<file path="src/rtl/uart_mem_scheduler_pkg.sv">
// Shared encodings and mailbox layout for the UART mailbox write scheduler.
package uart_mem_scheduler_pkg;

  typedef enum logic [1:0] {
    S_IDLE,
    S_WR_TX,
    S_WR_RXD,
    S_WR_RXF
  } state_e;

  localparam logic [31:0] OFS_RXDATA = 32'd4;
  localparam logic [31:0] OFS_RXFLAG = 32'd8;
  localparam logic [31:0] OFS_TXDONE = 32'd12;

  localparam logic [31:0] DEF_UART0_BASE = 32'h0000_0100;
  localparam logic [31:0] DEF_UART1_BASE = 32'h0000_0110;

endpackage

</file>
<file path="src/rtl/uart_mem_scheduler_rx.sv">
// Per-UART received-byte queue; a push into a full queue is dropped and flagged.
module uart_rx_fifo #(
  parameter int unsigned DEPTH = 4
) (
  input  logic       clk,
  input  logic       rst_n,
  input  logic       push,
  input  logic [7:0] din,
  input  logic       pop,
  output logic [7:0] dout,
  output logic       empty,
  output logic       full,
  output logic       overflow
);

  localparam int unsigned AW = $clog2(DEPTH);

  logic [AW:0] wr_q, wr_d, rd_q, rd_d;
  logic [7:0]  mem_q [DEPTH];
  logic        do_push, do_pop;

  // Wrap bit distinguishes full from empty when the index bits match.
  assign empty    = (wr_q == rd_q);
  assign full     = (wr_q[AW] != rd_q[AW]) && (wr_q[AW-1:0] == rd_q[AW-1:0]);
  assign do_push  = push & ~full;
  assign do_pop   = pop & ~empty;
  assign overflow = push & full;
  assign dout     = mem_q[rd_q[AW-1:0]];

  always_comb begin
    wr_d = wr_q + {{AW{1'b0}}, do_push};
    rd_d = rd_q + {{AW{1'b0}}, do_pop};
  end

  always_ff @(posedge clk or negedge rst_n) begin
    if (!rst_n) begin
      wr_q <= '0;
      rd_q <= '0;
    end else begin
      wr_q <= wr_d;
      rd_q <= rd_d;
    end
  end

  always_ff @(posedge clk) begin
    if (do_push) mem_q[wr_q[AW-1:0]] <= din;
  end

endmodule

</file>
<file path="src/rtl/uart_mem_scheduler.sv">
// Writes UART RX/TX-done events into mailbox words on idle data-memory cycles,
// round-robin between UART0 and UART1.
module uart_mem_scheduler
  import uart_mem_scheduler_pkg::*;
#(
  parameter int unsigned        ADDR_W     = 32,
  parameter logic [ADDR_W-1:0]  UART0_BASE = ADDR_W'(DEF_UART0_BASE),
  parameter logic [ADDR_W-1:0]  UART1_BASE = ADDR_W'(DEF_UART1_BASE),
  parameter int unsigned        FIFO_DEPTH = 4
) (
  input  logic              clk,
  input  logic              rst_n,
  input  logic              cpu_mem_read,
  input  logic              cpu_mem_write,
  input  logic              rx_valid0,
  input  logic              rx_valid1,
  input  logic [7:0]        rx_data0,
  input  logic [7:0]        rx_data1,
  input  logic              tx_busy0,
  input  logic              tx_busy1,
  input  logic              ovf_clr,
  output logic              mem_write,
  output logic [ADDR_W-1:0] mem_addr,
  output logic [31:0]       mem_wdata,
  output logic              ovf0,
  output logic              ovf1,
  output logic              pending
);

  state_e      state_q, state_d;
  logic        gsel_q, gsel_d;
  logic        rr_q, rr_d;
  logic [1:0]  tx_pend_q, tx_pend_d;
  logic [1:0]  tx_busy_q;
  logic [1:0]  ovf_q, ovf_d;
  logic [1:0]  tx_clr;
  logic [1:0]  req;
  logic        sel;
  logic        bus_free;
  logic [ADDR_W-1:0] base;

  logic [1:0]  rx_valid;
  logic [7:0]  rx_data   [2];
  logic [1:0]  fifo_pop, fifo_empty, fifo_full, fifo_ovfl;
  logic [7:0]  fifo_dout [2];
  logic        unused_full;

  assign rx_valid    = {rx_valid1, rx_valid0};
  assign rx_data[0]  = rx_data0;
  assign rx_data[1]  = rx_data1;
  assign unused_full = ^fifo_full;

  for (genvar i = 0; i < 2; i++) begin : g_rx
    uart_rx_fifo #(
      .DEPTH(FIFO_DEPTH)
    ) u_fifo (
      .clk     (clk),
      .rst_n   (rst_n),
      .push    (rx_valid[i]),
      .din     (rx_data[i]),
      .pop     (fifo_pop[i]),
      .dout    (fifo_dout[i]),
      .empty   (fifo_empty[i]),
      .full    (fifo_full[i]),
      .overflow(fifo_ovfl[i])
    );
  end

  assign bus_free = ~(cpu_mem_read | cpu_mem_write);
  assign req      = tx_pend_q | ~fifo_empty;
  assign base     = gsel_q ? UART1_BASE : UART0_BASE;

  // A new falling edge is applied after the clear so a same-cycle edge is kept.
  assign tx_pend_d = (tx_pend_q & ~tx_clr) | (tx_busy_q & ~{tx_busy1, tx_busy0});
  assign ovf_d     = fifo_ovfl | (ovf_q & ~{2{ovf_clr}});

  always_comb begin
    state_d   = state_q;
    gsel_d    = gsel_q;
    rr_d      = rr_q;
    tx_clr    = '0;
    fifo_pop  = '0;
    sel       = 1'b0;
    mem_addr  = '0;
    mem_wdata = '0;
    unique case (state_q)
      S_IDLE: begin
        if (|req) begin
          sel     = (req[0] & req[1]) ? rr_q : req[1];
          gsel_d  = sel;
          state_d = tx_pend_q[sel] ? S_WR_TX : S_WR_RXD;
        end
      end
      S_WR_TX: begin
        mem_addr  = base + ADDR_W'(OFS_TXDONE);
        mem_wdata = 32'h1;
        if (bus_free) begin
          tx_clr[gsel_q] = 1'b1;
          rr_d           = ~gsel_q;
          state_d        = S_IDLE;
        end
      end
      S_WR_RXD: begin
        mem_addr  = base + ADDR_W'(OFS_RXDATA);
        mem_wdata = {24'b0, fifo_dout[gsel_q]};
        if (bus_free) state_d = S_WR_RXF;
      end
      S_WR_RXF: begin
        // Head stays queued until its flag is written, so pending covers the pair.
        mem_addr  = base + ADDR_W'(OFS_RXFLAG);
        mem_wdata = 32'h1;
        if (bus_free) begin
          fifo_pop[gsel_q] = 1'b1;
          rr_d             = ~gsel_q;
          state_d          = S_IDLE;
        end
      end
      default: state_d = S_IDLE;
    endcase
  end

  always_ff @(posedge clk or negedge rst_n) begin
    if (!rst_n) begin
      state_q   <= S_IDLE;
      gsel_q    <= 1'b0;
      rr_q      <= 1'b0;
      tx_pend_q <= '0;
      tx_busy_q <= '0;
      ovf_q     <= '0;
    end else begin
      state_q   <= state_d;
      gsel_q    <= gsel_d;
      rr_q      <= rr_d;
      tx_pend_q <= tx_pend_d;
      tx_busy_q <= {tx_busy1, tx_busy0};
      ovf_q     <= ovf_d;
    end
  end

  assign mem_write = (state_q != S_IDLE) & bus_free;
  assign ovf0      = ovf_q[0];
  assign ovf1      = ovf_q[1];
  assign pending   = (|tx_pend_q) | ~(&fifo_empty) | (state_q != S_IDLE);

endmodule

</file>
<file path="config.mk">
export PLATFORM = sky130hd
export DESIGN_NAME = uart_mem_scheduler
export DESIGN_NICKNAME = d
export VERILOG_FILES = /design/src/rtl/uart_mem_scheduler_pkg.sv /design/src/rtl/uart_mem_scheduler_rx.sv /design/src/rtl/uart_mem_scheduler.sv
export SDC_FILE = /design/constraint.sdc
export NUM_CORES = 1
export LEC_CHECK = 0
export ABC_AREA = 1
export CORE_ASPECT_RATIO = 0.7
export CORE_MARGIN = 2
export CORE_UTILIZATION = 40
export DETAILED_ROUTE_END_ITERATION = 8
export HOLD_SLACK_MARGIN = 0.15
export PLACE_DENSITY = 0.65
export SETUP_SLACK_MARGIN = 0.15
export SLEW_MARGIN = 0
export SYNTH_ARGS = -nofsm -noshare
export SYNTH_HDL_FRONTEND = slang
export SYNTH_HIERARCHICAL = 1
export SYNTH_SLANG_ARGS = --single-unit
</file>
<file path="constraint.sdc">
create_clock -name clk -period 2.45 [get_ports clk]
set_input_delay 0.245 -clock clk [delete_from_list [all_inputs] [get_ports clk]]
set_output_delay 0.245 -clock clk [all_outputs]
set_load 0.01 [all_outputs]
</file>
==> results of run 1 <==
power by group through the flow:
| stage | clock network (mW) | logic, mW | registers (mW) |
|---|---|---|---|
| 6_report | 1.36 | 1.80 | 2.17 |
| 5_1_grt | 1.46 | 2.03 | 2.20 |
| 4_1_cts | 1.39 | 1.78 | 2.18 |
| 3_5_place_dp | 0 | 1.73 | 2.20 |
| 3_3_place_gp | 0 | 1.69 | 2.19 |
| 2_1_floorplan | 0 | 1.26 | 2.11 |
placed cells by master (no fill, tap or decap), drive strengths merged:
| cell type | instances |
|---|---|
| edfxtp | 64 |
| nor2 | 61 |
| conb | 52 |
| o21ai | 45 |
| nand2 | 43 |
| inv | 41 |
| clkdlybuf4s50 | 31 |
| dfrtp | 22 |
| buf | 21 |
| o22ai | 18 |
| ha | 15 |
| clkbuf | 9 |
| dlygate4sd2 | 6 |
| nor3 | 4 |
| xor2 | 4 |
| nand3 | 3 |
| a21oi | 2 |
| o21bai | 2 |
| xnor2 | 2 |
| nand3b | 2 |
| dlymetal6s2s | 2 |
| nand4 | 1 |
| o31ai | 1 |
| bufinv | 1 |
| clkinvlp | 1 |
| clkinv | 1 |
| clkdlybuf4s15 | 1 |
how the worst max path moves through the flow:
stage / endpoint / slack [ns] / depth (start not counted)
final: mem_wdata[5] / 0.28 / 7
after detailed placement: mem_wdata[2] / 0.21 / 7
after CTS: mem_wdata[0] / 0.13 / 6
after global routing: mem_wdata[4] / 0.1 / 7
after global placement: mem_wdata[6] / 0.22 / 7
after floorplan: g_rx[0].u_fifo/mem_q[0][0] / 0.92 / 5
cell type report:
class | count | area (µm²)
clock buffers | 9 | 225
clock inverters | 6 | 68.8
fillers | 961 | 5350
inverters | 38 | 163
multi-input cells | 255 | 1310
flip-flops and latches | 86 | 2480
well taps | 132 | 165
repair buffers | 61 | 556
routing by layer:
metal	vias to the layer above	wire, µm	GRT usage
li1	1327	-	-
met1	1288	4000	0.213
met2	88	3660	0.224
met3	13	407	0.0393
met4	0	119	0.0495
met5	-	0	0
registers in the layout, indices dropped and copies added, names as in the netlist:
name and cells:
g_rx.u_fifo/mem_q 64, g_rx.u_fifo/rd_q 6, g_rx.u_fifo/wr_q 6, ovf_q 2, state_q 2, tx_busy_q 2
tx_pend_q 2, gsel_q 1, rr_q 1
repair_timing:
action,4_1_cts,5_1_grt
pin swaps,0,0
setup buffers,2,4
setup endpoints to repair,9,4
resized for setup,19,4
==> results.txt, run 1 <==
----------------------------------------------------
[Final layout]
  Count of inserted antenna diode cells ... 0
  Net count of the finished layout ... ~490
  Fin area ... 4970 µm²
  P&R area growth vs syn ... 17.6%
  Final standard cell utilization of the core ... 0.481
  Final non-filler cell total ... about 590
  Fraction of final layout cells with drive strength greater than 1 ... 0.136

[STA]
  Minimum period implied by the final worst setup slack ... between 2 and 2.5 ns
  RSZ-0062 raised after global routing ... yes
  Max-slew violation count ... 0
  Total negative setup slack ... 0 ns
  Hold_ws ... roughly 0.25 ns
  Layout Skew ... about 0.0035 ns
  Total count of hold-check failures in the final report ... 0
  Crit path setup slack, layout ... 0.275 ns
  Number of endpoints failing setup at the final stage ... 0
  Period Utilization, post-route ... 0.888
  Achievable clock frequency ... approximately 0.46 GHz

[Power and ir drop]
  Relative contribution of the clock network to total power ... 0.255
  Part of the total power dissipated in sequential elements ... 0.407
  Int Power ... 3.47 mW
  Switch Pwr ... ~1.9 mW
  Post-layout power ... between 5 and 6 mW
  Power per cell area ... about 1100 nW/µm²
  Comb power frac ... 0.338
  Leakage dissipation ... 2.15 nW
  Fraction of power spent switching nets ... 0.349
  Worst-case vdd ir drop ... around 470 µV

[Clock tree]
  CTS tree ... yes
  Cell at the root of the clock tree ... sky130_fd_sc_hd__clkbuf_16
  Number of clock buffers inserted by TritonCTS ... 9
  Total number of clock tree sinks ... between 80 and 90
  Max Buffers Root-to-Sink ... 2
  CTS H-tree lvls ... 3
  Clock transition at the registers of the reported paths ... 0.06 ns
  Number of hold buffers added after cts ... 0
  Worst-Skew Late Latency ... around 0.34 ns

[Detailed routing]
  Final wirelength ... ~8200 µm
  Antenna viol nets, final ... 0
  Via/cell ratio ... around 4.6
  Via total after detailed routing ... ~2700
  Post-DR wirelength/cell ... ~14 µm
  DRC violation total after the first TritonRoute iteration ... about 130
  Number of detailed-route iterations in the first pass ... 4
  DRC violations left ... 0

[Critical path]
  Buffers & Inverters on Critical Path ... 3
  Worst Reg2Reg Path Length in Cells ... 7
  Required time of the critical path ... around 2.2 ns
  Cell type of the slowest stage on the worst timing path ... sky130_fd_sc_hd__dfrtp_2
  Launching element type of the critical path ... register
  Crit path from ... g_rx[0].u_fifo/rd_q[0]
  Reg2Reg Capture Point ... g_rx[1].u_fifo/mem_q[2][2]
  Type of the worst setup path ... reg -> out
  CP max FO ... 8
  FF-to-FF setup slack ... 0.75 ns
  Cell Chain, Critical Path ... buf_4, buf_4, o21ai_0, o22ai_1, o21ai_0, nor2_1, dlygate4sd2_1
  Cell family contributing the most delay on the critical path ... buffers and inverters
  Endpoint arrival time on the critical path ... 1.93 ns
  Worst path max stage delay ... between 0.4 and 0.5 ns
  Crit end category ... output port
  Reg2reg start ... g_rx[1].u_fifo/rd_q[1]

[Floorplanning]
  Horizontal die dimension ... approximately 130 µm
  I/O pin count ... 93
  Die height ... about 90 µm
  Die Outline Area ... 11400 µm²
  Core Region ... 10300 µm²
  Site row count ... 31
  Effective utilization at floorplan ... 0.409

[GRT]
  Via count of the first global-routing pass ... 2626
  GR Overflow Total ... 0
  Wire length of the first global-routing pass ... roughly 13000 µm
  Overall fraction of global-route tracks in use ... 0.150
  Pin count of the biggest net entering global routing ... 23
  Initial antenna violation count ... 0

[Yosys]
  Yosys Warn Count ... 6
  Synth Area per Inst ... ~11 µm²
  Cell count after synthesis ... 390
  Cell area after synthesis ... between 4000 and 5000 µm²

[Job]
  Max-cap violations ... 0

[Placement]
  Routability congestion estimate from global placement ... between 0.7 and 0.8
  Number of buffer cells added on primary ports ... 40
  Post-placement worst setup slack ... about 0.21 ns
  Estimated wirelength of the detail-placed design ... ~5800 µm
  Placed cell area ... roughly 4600 µm²
  Cells after DPL ... 566

[Min path]
  Hold Crit Class ... in -> async

[Run status]
  Result of the run ... complete, no violations

----------------------------------------------------
Power figures use the tool's default switching activity.
==> inputs of run 2 (changes only) <==
--- a/config.mk
+++ b/config.mk
@@ -9,6 +9,7 @@
 export CORE_ASPECT_RATIO = 0.7
 export CORE_MARGIN = 2
 export CORE_UTILIZATION = 40
+export CTS_BUF_LIST = sky130_fd_sc_hd__clkbuf_2
 export DETAILED_ROUTE_END_ITERATION = 8
 export HOLD_SLACK_MARGIN = 0.15
 export PLACE_DENSITY = 0.65
==> run 2 against run 1 <==
Net effect:
- sequential cell count did not move
- fmax fell by 2.6%
- critical path depth did not move
- cell area rose by 1.0%
- clock power fell by 45%
- hold slack improved by 0.024 ns
- first-iteration DRC count fell by 19%
==> results.txt, run 2 (synthesis gave the netlist of run 1 again) <==
----------------------------------------------------
[Power and ir drop]
  Leakage dissipation ... 2.15 nW (about the same)
  Post-layout power ... 5.00 mW (-6.1%)
  Int Power ... 3.09 mW (-11%)
  Comb power frac ... 0.420 (+0.082)
  Part of the total power dissipated in sequential elements ... 0.431 (+0.024)
  Switch Pwr ... 1.91 mW (+3.0%)
  Power per cell area ... 997 nW/µm² (-7.1%)
  Fraction of power spent switching nets ... 0.383 (+0.0338)
  Worst-case vdd ir drop ... 419 µV (-10%)
  Relative contribution of the clock network to total power ... 0.149 (-0.106)

[STA]
  Minimum period implied by the final worst setup slack ... 2.23 ns (+0.0584 ns)
  Total count of hold-check failures in the final report ... 0 (unchanged)
  Total negative setup slack ... 0 ns (unchanged)
  Number of endpoints failing setup at the final stage ... 0 (unchanged)
  RSZ-0062 raised after global routing ... yes
  Period Utilization, post-route ... 0.911 (+0.0238)
  Achievable clock frequency ... 0.448 GHz (-2.6%)
  Layout Skew ... 0.0146 ns (+0.0111 ns)
  Max-slew violation count ... 0 (unchanged)

[Min path]
  Min-Delay Path Depth ... 2
  Hold Crit Class ... in -> reg

[GRT]
  Global routing's busiest layer ... met2
  Wire length of the first global-routing pass ... 13300 µm (+1.1%)
  Met3 global-route usage ... 0.0446 (+0.00536)
  Overall fraction of global-route tracks in use ... 0.152 (+0.00182)
  Global Route met2 Usage ... 0.231 (+0.00717)
  Fraction of met1 tracks used by global routing ... 0.213 (about the same)
  Initial antenna violation count ... 0 (unchanged)
  Via count of the first global-routing pass ... 2682 (+2.1%)
  Pin count of the biggest net entering global routing ... 23 (unchanged)
  GR Overflow Total ... 0 (unchanged)

[Clock tree]
  Number of clock buffers inserted by TritonCTS ... 9 (unchanged)
  CTS tree ... yes
  Worst-Skew Late Latency ... 0.55 ns (+0.21 ns)
  Clock transition at the registers of the reported paths ... 0.23 ns (+0.17 ns)
  Cell at the root of the clock tree ... sky130_fd_sc_hd__clkbuf_2
  Total number of clock tree sinks ... 86 (unchanged)
  Max Buffers Root-to-Sink ... 2 (unchanged)
  CTS H-tree lvls ... 3 (unchanged)

[Detailed routing]
  Number of detailed-route iterations in the first pass ... 4 (unchanged)
  Via/cell ratio ... 4.66 (+0.76%)
  Post-DR wirelength/cell ... 14.1 µm (+0.94%)
  DRC violation total after the first TritonRoute iteration ... 107 (-19%)
  Final wirelength ... 8500 µm (+3.9%)
  DRC violations left ... 0 (unchanged)
  Via total after detailed routing ... 2816 (+3.7%)
  Antenna viol nets, final ... 0 (unchanged)

[Critical path]
  Launching element type of the critical path ... register
  FF-to-FF setup slack ... 0.55 ns (-0.20 ns)
  Crit path from ... g_rx[0].u_fifo/rd_q[0]
  Buffers & Inverters on Critical Path ... 4 (+1)
  Required time of the critical path ... 2.20 ns (about the same)
  Crit end category ... output port
  Timing endpoint of the critical path ... pending
  CP max FO ... 4 (-4)
  Worst Reg2Reg Path Length in Cells ... 10 (+3)
  Number of stages on the worst setup path ... 7 (unchanged)
  Cell Chain, Critical Path ... buf_6, buf_4, xnor2_4, nand3b_1, inv_1, nand4_1, buf_2
  Endpoint arrival time on the critical path ... 1.99 ns (+0.06 ns)
  Reg2Reg Capture Point ... g_rx[0].u_fifo/rd_q[2]
  Cell type of the slowest stage on the worst timing path ... sky130_fd_sc_hd__dfrtp_2
  Reg2reg start ... g_rx[0].u_fifo/rd_q[0]
  Cell family contributing the most delay on the critical path ... buffers and inverters
  Type of the worst setup path ... reg -> out
  Worst path max stage delay ... 0.52 ns (+0.05 ns)

[Placement]
  Placed cell area ... 4610 µm² (unchanged)
  Routability congestion estimate from global placement ... 0.788 (unchanged)
  Cells after DPL ... 566 (unchanged)
  Estimated wirelength of the detail-placed design ... 5850 µm (unchanged)
  Number of buffer cells added on primary ports ... 40 (unchanged)

[Floorplanning]
  Die Outline Area ... 11400 µm² (unchanged)
  Effective utilization at floorplan ... 0.409 (unchanged)
  Die height ... 90.0 µm (unchanged)
  Core Region ... 10300 µm² (unchanged)
  I/O pin count ... 93 (unchanged)
  Site row count ... 31 (unchanged)
  Horizontal die dimension ... 127 µm (unchanged)

[Final layout]
  Fin area ... 5020 µm² (+1.0%)
  Largest register FFs ... 64 (unchanged)
  Count of inserted antenna diode cells ... 0 (unchanged)
  Net count of the finished layout ... 508 (+3.5%)
  Number of fill cells ... 953 (-0.83%)
  Final standard cell utilization of the core ... 0.486 (+0.00497)
  Most frequent standard cell in the layout excluding fill and tap cells ... sky130_fd_sc_hd__edfxtp_1
  Commonest cells after routing, fill and taps aside ... sky130_fd_sc_hd__edfxtp_1, sky130_fd_sc_hd__nor2_1, sky130_fd_sc_hd__conb_1
  Fraction of final layout cells with drive strength greater than 1 ... 0.199 (+0.0629)
  P&R area growth vs syn ... 18.8%
  Final non-filler cell total ... 604 (+2.9%)

[Run status]
  Result of the run ... complete, no violations

[Job]
  Max-cap violations ... 0 (unchanged)

----------------------------------------------------
[run 2: worst min-delay path by stage]
stage,startpoint,to,slack [ns]
finish,ovf_clr,ovf_q[0],0.28
global route,ovf_clr,ovf_q[0],0.23
CTS,ovf_clr,ovf_q[0],0.24
detailed placement,rr_q,rr_q,0.48
global placement,rr_q,rr_q,0.47
floorplan,rst_n,g_rx[0].u_fifo/rd_q[0],-0.05
[run 2: area by class of cell]
cell class | count | area [µm²] | share of cell area
sequential | 86 | 2480 | 0.494
multi-input combinational | 255 | 1380 | 0.276
timing repair buffer | 78 | 717 | 0.143
tap | 132 | 165 | 0.0329
inverter | 38 | 160 | 0.0319
clock inverter | 6 | 68.8 | 0.0137
clock buffer | 9 | 45.0 | 0.00898
[run 2: metal layers]
metal / wire (µm) / up-vias
met3: 451 / 11
met2: 3830 / 91
met5: 0 / -
met4: 89 / 0
li1: - / 1363
met1: 4120 / 1351
[run 2: timing repair]
item,in CTS,in global routing
hold buffers,3,0
pin swaps,4,19
endpoints found under the setup margin,14,10
buffers inserted,15,4
resized for setup,57,28
gates cloned,0,1
endpoints found under the hold margin,24,0
[run 2: power by group through the flow]
stage          Clock [mW]  Combinational (mW)  Sequential [mW]
2_1_floorplan           0                1.26             2.11
3_3_place_gp            0                1.69             2.19
3_5_place_dp            0                1.73             2.20
4_1_cts             0.768                1.92             2.14
5_1_grt             0.830                2.33             2.20
6_report            0.746                2.10             2.16
[run 2: through the flow]
stage	hold WS (ns)	setup WS [ns]
3_3_place_gp	0.472	0.225
4_1_cts	0.237	0.0867
5_1_grt	0.233	0.0733
3_5_place_dp	0.476	0.206
2_1_floorplan	-0.0506	0.923
6_report	0.275	0.217
